### config.mk
export PLATFORM = sky130hd
export DESIGN_NAME = fetch_unit
export DESIGN_NICKNAME = d
export VERILOG_FILES = /design/src/rtl/fetch_unit.sv
export SDC_FILE = /design/constraint.sdc
export NUM_CORES = 1
export LEC_CHECK = 0
export ABC_CLOCK_PERIOD_IN_PS = 1600
export BUFFER_PORTS_ARGS = -buffer_cell sky130_fd_sc_hd__clkbuf_2
export CAP_MARGIN = 20
export CORE_MARGIN = 3
export CORE_UTILIZATION = 47
export DETAILED_ROUTE_END_ITERATION = 8
export GPL_ROUTABILITY_DRIVEN = 1
export PLACE_DENSITY = 0.76
export SLEW_MARGIN = 20
export SYNTH_ARGS = -nofsm -noshare
export SYNTH_HDL_FRONTEND = slang
export SYNTH_SLANG_ARGS = --single-unit
export TNS_END_PERCENT = 50
### constraint.sdc
create_clock -name Clk -period 1.6 [get_ports Clk]
set_input_delay 0.08 -clock Clk [delete_from_list [all_inputs] [get_ports Clk]]
set_output_delay 0.08 -clock Clk [all_outputs]
set_load 0.02 [all_outputs]
### src/rtl/fetch_unit.sv
// Instruction fetch/sequencing unit: program counter, one-stage instruction
// register with single-bubble branch flush, Start/Done handshake and retired count.
module fetch_unit #(
    parameter int                 PC_W    = 10,
    parameter int                 INSTR_W = 9,
    parameter logic [INSTR_W-1:0] BUBBLE  = 9'h1E0,
    parameter int                 CNT_W   = 16
) (
    input  logic               Clk,
    input  logic               Reset,
    input  logic               Start,
    input  logic [INSTR_W-1:0] InstrIn,
    input  logic               BranchEn,
    input  logic               Taken,
    input  logic [PC_W-1:0]    Target,
    input  logic               Ack,
    output logic [PC_W-1:0]    ProgCtr,
    output logic [INSTR_W-1:0] Instruction,
    output logic [PC_W-1:0]    ExecPC,
    output logic               InstrValid,
    output logic               Done,
    output logic [CNT_W-1:0]   InstrCount
);

    typedef enum logic [1:0] {
        S_IDLE,
        S_HOLD,
        S_RUN,
        S_DONE
    } state_t;

    state_t             r_state;
    logic [PC_W-1:0]    r_pc;
    logic [INSTR_W-1:0] r_ir;
    logic [PC_W-1:0]    r_exec_pc;
    logic               r_valid;
    logic               r_done;
    logic [CNT_W-1:0]   r_cnt;

    state_t             w_state_nxt;
    logic [PC_W-1:0]    w_pc_nxt;
    logic [INSTR_W-1:0] w_ir_nxt;
    logic [PC_W-1:0]    w_exec_pc_nxt;
    logic               w_valid_nxt;
    logic               w_done_nxt;
    logic [CNT_W-1:0]   w_cnt_nxt;
    logic [CNT_W-1:0]   w_cnt_inc;

    // Retired count saturates at all-ones rather than wrapping.
    assign w_cnt_inc = (r_cnt == {CNT_W{1'b1}}) ? r_cnt : r_cnt + 1'b1;

    always_ff @(posedge Clk or posedge Reset) begin
        if (Reset) begin
            r_state   <= S_IDLE;
            r_pc      <= '0;
            r_ir      <= BUBBLE;
            r_exec_pc <= '0;
            r_valid   <= 1'b0;
            r_done    <= 1'b0;
            r_cnt     <= '0;
        end else begin
            // NOTE: state uses non-blocking assignments so every register samples pre-edge values.
            r_state   <= w_state_nxt;
            r_pc      <= w_pc_nxt;
            r_ir      <= w_ir_nxt;
            r_exec_pc <= w_exec_pc_nxt;
            r_valid   <= w_valid_nxt;
            r_done    <= w_done_nxt;
            r_cnt     <= w_cnt_nxt;
        end
    end

    always_comb begin
        // NOTE: every output of this block is defaulted first so no latch is inferred.
        w_state_nxt   = r_state;
        w_pc_nxt      = r_pc;
        w_ir_nxt      = r_ir;
        w_exec_pc_nxt = r_exec_pc;
        w_valid_nxt   = r_valid;
        w_done_nxt    = r_done;
        w_cnt_nxt     = r_cnt;

        if (Start) begin
            w_state_nxt = S_HOLD;
            w_pc_nxt    = '0;
            w_ir_nxt    = BUBBLE;
            w_valid_nxt = 1'b0;
            w_done_nxt  = 1'b0;
            w_cnt_nxt   = '0;
        end else begin
            case (r_state)
                S_HOLD: begin
                    w_state_nxt   = S_RUN;
                    w_ir_nxt      = InstrIn;
                    w_exec_pc_nxt = r_pc;
                    w_pc_nxt      = r_pc + 1'b1;
                    w_valid_nxt   = 1'b1;
                end
                S_RUN: begin
                    // Halt takes precedence over a branch flagged on the same word.
                    if (r_valid && Ack) begin
                        w_state_nxt = S_DONE;
                        w_done_nxt  = 1'b1;
                        w_ir_nxt    = BUBBLE;
                        w_valid_nxt = 1'b0;
                    end else if (r_valid && BranchEn && Taken) begin
                        w_pc_nxt    = Target;
                        w_ir_nxt    = BUBBLE;
                        w_valid_nxt = 1'b0;
                        w_cnt_nxt   = w_cnt_inc;
                    end else begin
                        w_ir_nxt      = InstrIn;
                        w_exec_pc_nxt = r_pc;
                        w_pc_nxt      = r_pc + 1'b1;
                        w_valid_nxt   = 1'b1;
                        if (r_valid) begin
                            w_cnt_nxt = w_cnt_inc;
                        end
                    end
                end
                default: ;
            endcase
        end
    end

    assign ProgCtr     = r_pc;
    assign Instruction = r_ir;
    assign ExecPC      = r_exec_pc;
    assign InstrValid  = r_valid;
    assign Done        = r_done;
    assign InstrCount  = r_cnt;

endmodule

==> metrics, run 1 <==
Peak VDD IR=0.481 mV; met2 WL post-DR=3950 um; sw frac=0.295; area growth from synthesis to layout=49.7%; Async SR Flop Fraction=1.00; routed vias=2633; number of synthesized register bits=49; clk sink count=49; Max Cap Viol=0; largest cells by area after synthesis=dfrtp_1 (43%), mux2_2 (7.4%), a21oi_1 (4.4%); top sig layer=met4; crit path kind=register to register; Max H-tree Level=2; TritonCTS Buffers=5; Worst Setup End Kind=register; global route total overflow=0; initial DRC count=202; failing checks=setup timing; final hold vios=0; worst hold path class=input pin to register; # DRC=0; fill count=361; status=complete, but fails checks; pin count of the biggest net entering global routing=23; Slew Limit Fails=0; worst-skew pair later-pin latency=0.31 ns; Yosys cell types=46; die height=80.3 um; first-pass GRT wire length=11500 um; Leak=1.86 nW; Syn Std Cell Area=0.00260 mm2; Final Setup Violations=28; hold path start=InstrIn[2]; Slew @ Worst Pin=0.422 ns; initial core utilization=0.496; NumNets Final=417; crit path from=InstrCount[1]; Min Hold Slack=0.00708 ns; synthesized instance count=259; Detail Route met3 WL=544 um; RR Startpoint=InstrCount[1]; RSZ-0062 raised after global routing=yes; first drt pass iteration count=5; min Tclk post-route=1.75 ns; clock power share=0.303; critical path launch point type=register; Finished Core Util=0.742; fin worst setup slack=-0.146 ns; RePlAce Congestion=0.866; Reg power frac=0.456; I/O pin count=72; row cnt=26; commonest non-fill, non-tap cell in the layout=clkbuf_2; Core Area=0.00524 mm2; Die W=80.3 um; crit path max fanout=6; Post-synth EDFFs=0; die area=0.00645 mm2; Worst EP required=1.79 ns; final WL=7840 um; vias in the first global route=2416; average size of a mapped cell=10.0 um2; fin crit share=1.09; post-DP HPWL=5030 um; antenna fix cells=0; power per cell area=774 mW/mm2; wire per inst=17.0 um; clk_skew=0.0120 ns; top cell type's share of synthesized area=0.434; CP arrival=1.93 ns; initial antenna violation count=0; YS warnings=0; Logic pwr share=0.241; Max-slew headroom=0.719; dominant synthesized flop cell=dfrtp_1; Fmax achieved=573 MHz; clock slew at reported path FFs=0.09 ns; commonest non-fill, non-tap cells in the layout=clkbuf_2 (71), buf_4 (49), dfrtp_1 (37); fraction of layout cells with a size suffix above 1=0.532; DR vias/cell=5.71; post-synth net total=286; Final ANT Viol Nets=0; Max clock buf depth=2; post-synthesis sequential area ratio=0.474; Psw=0.886 mW; clk root buf=clkbuf_8; M1 wire length=3200 um; gr usage total=0.226; TritonCTS clock tree=done; Port Buffer Count=71; cell taking the most area after synthesis=dfrtp_1; Internal Power=2.12 mW
flip-flops by register name (all words and copies together), names as in the netlist:
| register | flops |
|---|---|
| InstrCount | 16 |
| ExecPC | 10 |
| ProgCtr | 10 |
| Instruction | 9 |
| r_state | 2 |
| Done | 1 |
| InstrValid | 1 |
metrics by stage:
stage | TNS (ns) | std cells | power (mW) | area, um2 | worst slack, ns
detailed placement | -1.22 | 439 | 1.99 | 3430 | -0.177
finish | -2.09 | 461 | 3.01 | 3890 | -0.146
global route | -4.51 | 461 | 3.14 | 3890 | -0.193
CTS | -0.846 | 457 | 2.93 | 3710 | -0.113
global placement | -0.518 | 439 | 1.96 | 3430 | -0.100
floorplan | -0.743 | 259 | 1.72 | 2660 | -0.0858
metal layers:
metal  up-vias  global-route usage
met5         -                   0
met4         0              0.0676
met2       136               0.369
met3        17              0.0426
met1      1276               0.305
li1       1204                   -
power by group through the flow:
stage | logic, mW | registers, mW | clock network, mW
3_5_place_dp | 0.603 | 1.39 | 0
5_1_grt | 0.786 | 1.38 | 0.977
6_report | 0.724 | 1.37 | 0.912
3_3_place_gp | 0.583 | 1.38 | 0
2_1_floorplan | 0.229 | 1.49 | 0
4_1_cts | 0.645 | 1.36 | 0.919
final timing paths:
path,to,cells after the start,slack (ns)
setup / recovery,InstrCount[5],5,-0.15
max in group asynchronous,ProgCtr[0],4,0.75
setup reg to reg,InstrCount[5],5,-0.15
min in group asynchronous,InstrValid,3,0.25
hold reg to reg,ExecPC[5],1,0.52
hold / removal,Instruction[2],2,0.007
worst max-delay path, cell delays in order (launching register included):
cell and delay [ns]:
dfrtp_2 0.41, ha_4 0.15, and4_4 0.24, nor3b_4 0.41
a21oi_1 0.13, mux2_2 0.30
synth_stat cells, types with 2 or more instances:
library cell   n
buf_2          5
buf_1          2
or2_2          2
and2_1         3
nand2_1       11
a211oi_1       7
inv_1         22
nand3_1       14
buf_6          2
nor2b_1       10
dfrtp_1       45
a21o_1         2
a22o_1         5
o22ai_1        8
ha_1           2
and3_1         3
o2111ai_2      2
mux2_2        17
o31a_1         6
mux2_1         3
nand4_1        3
o21ai_0        5
clkbuf_1       2
o2111ai_1      2
or4_1          2
and4_1         3
mux2i_1        3
nor2_1        23
dfstp_2        4
o211ai_1       3
a21oi_1       23
cell type report:
class / count / area (um2) / share of cell area
Multi-Input combinational cell: 177 / 1450 / 0.374
Sequential cell: 49 / 1240 / 0.319
Timing Repair Buffer: 135 / 908 / 0.234
Tap cell: 70 / 87.6 / 0.0225
Inverter: 22 / 82.6 / 0.0212
Clock buffer: 5 / 68.8 / 0.0177
Clock inverter: 3 / 43.8 / 0.0113
cells by family (layout without fill, tap and decap cells):
group | Yosys count | after routing | synth area share
simple gates | 82 | 82 | 0.173
compound gates | 69 | 69 | 0.186
flops | 49 | 49 | 0.474
buf+inv | 33 | 165 | 0.0559
mux | 23 | 23 | 0.0983
fa+ha+maj | 2 | 2 | 0.00964
xor+xnor | 1 | 1 | 0.00337
what timing repair did:
item,CTS,global route
setup buffers,3,3
pin swaps,10,9
hold endpoints to repair,18,0
resized for setup,17,28
setup endpoints to repair,29,41
cloned,0,1
hold buffers,8,0
Power figures use the tool's default switching activity.
==> run 2, diff against run 1 <==
- RECOVER_POWER: unset -> 50
==> run 2 against run 1 <==
- the run still ends with setup timing left
- clock power barely moved
- first-iteration DRC count rose by 0.50%
- count of clock-buffer cells in the layout did not move
- final area barely moved
- core utilization barely moved
- global-route usage did not move
- critical path type unchanged
- critical endpoint unchanged
- largest power group unchanged
- highest routed layer unchanged
==> metrics, run 2 (synthesis gave the netlist of run 1 again) <==
post-DP HPWL=5030 um; RSZ-0062 raised after global routing=yes; cells along the critical path=ha_4 -> and4_4 -> nor3b_4 -> a21oi_1 -> mux2_2; worst-skew pair later-pin latency=0.31 ns; clk_skew=0.0104 ns; Max stage delay cell, worst path=dfrtp_2; Max Cap Viol=0; Max clock buf depth=2; commonest non-fill, non-tap cell in the layout=clkbuf_2; status=complete, but fails checks; crit path kind=register to register; initial core utilization=0.496; Setup Slack @ Placement=-0.177 ns; worst hold path class=input pin to register; post-route insts no fill=461; Worst Setup End Kind=register; initial DRC count=203; Slew @ Worst Pin=0.517 ns; Slew Limit Fails=0; I/O pin count=72; Max-slew headroom=0.655; fin worst setup slack=-0.151 ns; r2r endpoint=InstrCount[5]; # DRC=0; TritonCTS Buffers=5; clk root buf=clkbuf_8; first-pass GRT wire length=11500 um; Final ANT Viol Nets=0; RR Startpoint=InstrCount[1]; die height=80.3 um; wire per inst=17.0 um; Max H-tree Level=2; Die W=80.3 um; hold path depth=2; crit path max fanout=6; pin count of the biggest net entering global routing=23; failing checks=setup timing; setup TNS=-2.21 ns; hold path start=InstrIn[2]; NumNets Final=417; Worst EP required=1.79 ns; CP max stage delay=0.41 ns; dpl cells=439; initial antenna violation count=0; TritonCTS clock tree=done; vias in the first global route=2416; Peak VDD IR=0.482 mV; final WL=7850 um; Leak=1.86 nW; DR vias/cell=5.67; max reg flops=16; routed vias=2614; final hold vios=0; CP arrival=1.94 ns; fill count=362; Worst R2R Path Depth=5; min Tclk post-route=1.75 ns; area growth from synthesis to layout=49.6%; clk sink count=49; RePlAce Congestion=0.866; fin crit share=1.09; Min Hold Slack=0.00613 ns; clock slew at reported path FFs=0.09 ns; fraction of layout cells with a size suffix above 1=0.529; power per cell area=774 mW/mm2; Core Area=0.00524 mm2; row cnt=26; critical path launch point type=register; reg-to-reg slack, setup=-0.15 ns; antenna fix cells=0; Fmax achieved=571 MHz; die area=0.00645 mm2; global route total overflow=0; first drt pass iteration count=4; gr usage total=0.226; WHS Endpoint=Instruction[2]; commonest non-fill, non-tap cells in the layout=clkbuf_2 (72), buf_4 (48), dfrtp_1 (37); Port Buffer Count=71; Final Setup Violations=28
-- run 2: changes by cell type in the layout (fill, tap and decap cells not counted) --
cell,before,now
buf_4,49,48
clkbuf_2,71,72
inv_1,21,22
inv_2,1,0
-- run 2: worst max-delay path by stage --
stage / end / start / slack (ns) / cells past startpoint
after floorplan: InstrCount[9] / InstrCount[0] / -0.09 / 5
after global placement: InstrCount[9] / InstrCount[0] / -0.10 / 6
after detailed placement: InstrCount[9] / InstrCount[0] / -0.18 / 6
after CTS: InstrCount[13] / r_state[0] / -0.11 / 5
after global routing: InstrCount[5] / InstrCount[0] / -0.19 / 5
final: InstrCount[5] / InstrCount[1] / -0.15 / 5
-- run 2: layout make-up --
type	instances	area (um2)	area share
multi-input combinational	177	1450	0.374
sequential	49	1240	0.320
timing repair buffer	135	906	0.233
tap	70	87.6	0.0226
inverter	22	82.6	0.0213
clock buffer	5	68.8	0.0177
clock inverter	3	43.8	0.0113
-- run 2: report_power, final --
group / leakage [nW] / switching (mW) / internal [mW]
clock: 0.0585 / 0.442 / 0.469
sequential: 0.645 / 0.0541 / 1.32
combinational: 1.16 / 0.391 / 0.333
-- run 2: per-stage QoR --
stage / instance area, um2 / util / power (mW)
floorplan: 2660 / - / 1.72
global placement: 3430 / 0.654 / 1.96
detailed placement: 3430 / 0.654 / 1.99
CTS: 3710 / 0.708 / 2.93
global route: 3880 / 0.742 / 3.14
finish: 3880 / 0.742 / 3.01
-- run 2: worst max-delay path, delay by kind of cell (launching register included) --
kind / cells / cell delay (ns)
and+or+nand+nor: 2 / 0.65
AOI/OAI and AO/OA: 1 / 0.13
adders and majority gates: 1 / 0.15
muxes: 1 / 0.30
DFF: 1 / 0.41
-- run 2: routing by layer --
metal	up-vias	GRT usage	routed length (um)
li1	1205	-	-
met1	1281	0.305	3250
met2	108	0.369	3990
met3	20	0.0426	441
met4	0	0.0676	166
met5	-	0	0
-- run 2: timing repair --
action	in CTS	in global routing
endpoints found under the setup margin	29	41
hold buffers	8	0
gates cloned	0	1
resized for setup	17	28
setup buffers	3	3
pin swaps	10	9
endpoints found under the hold margin	18	0
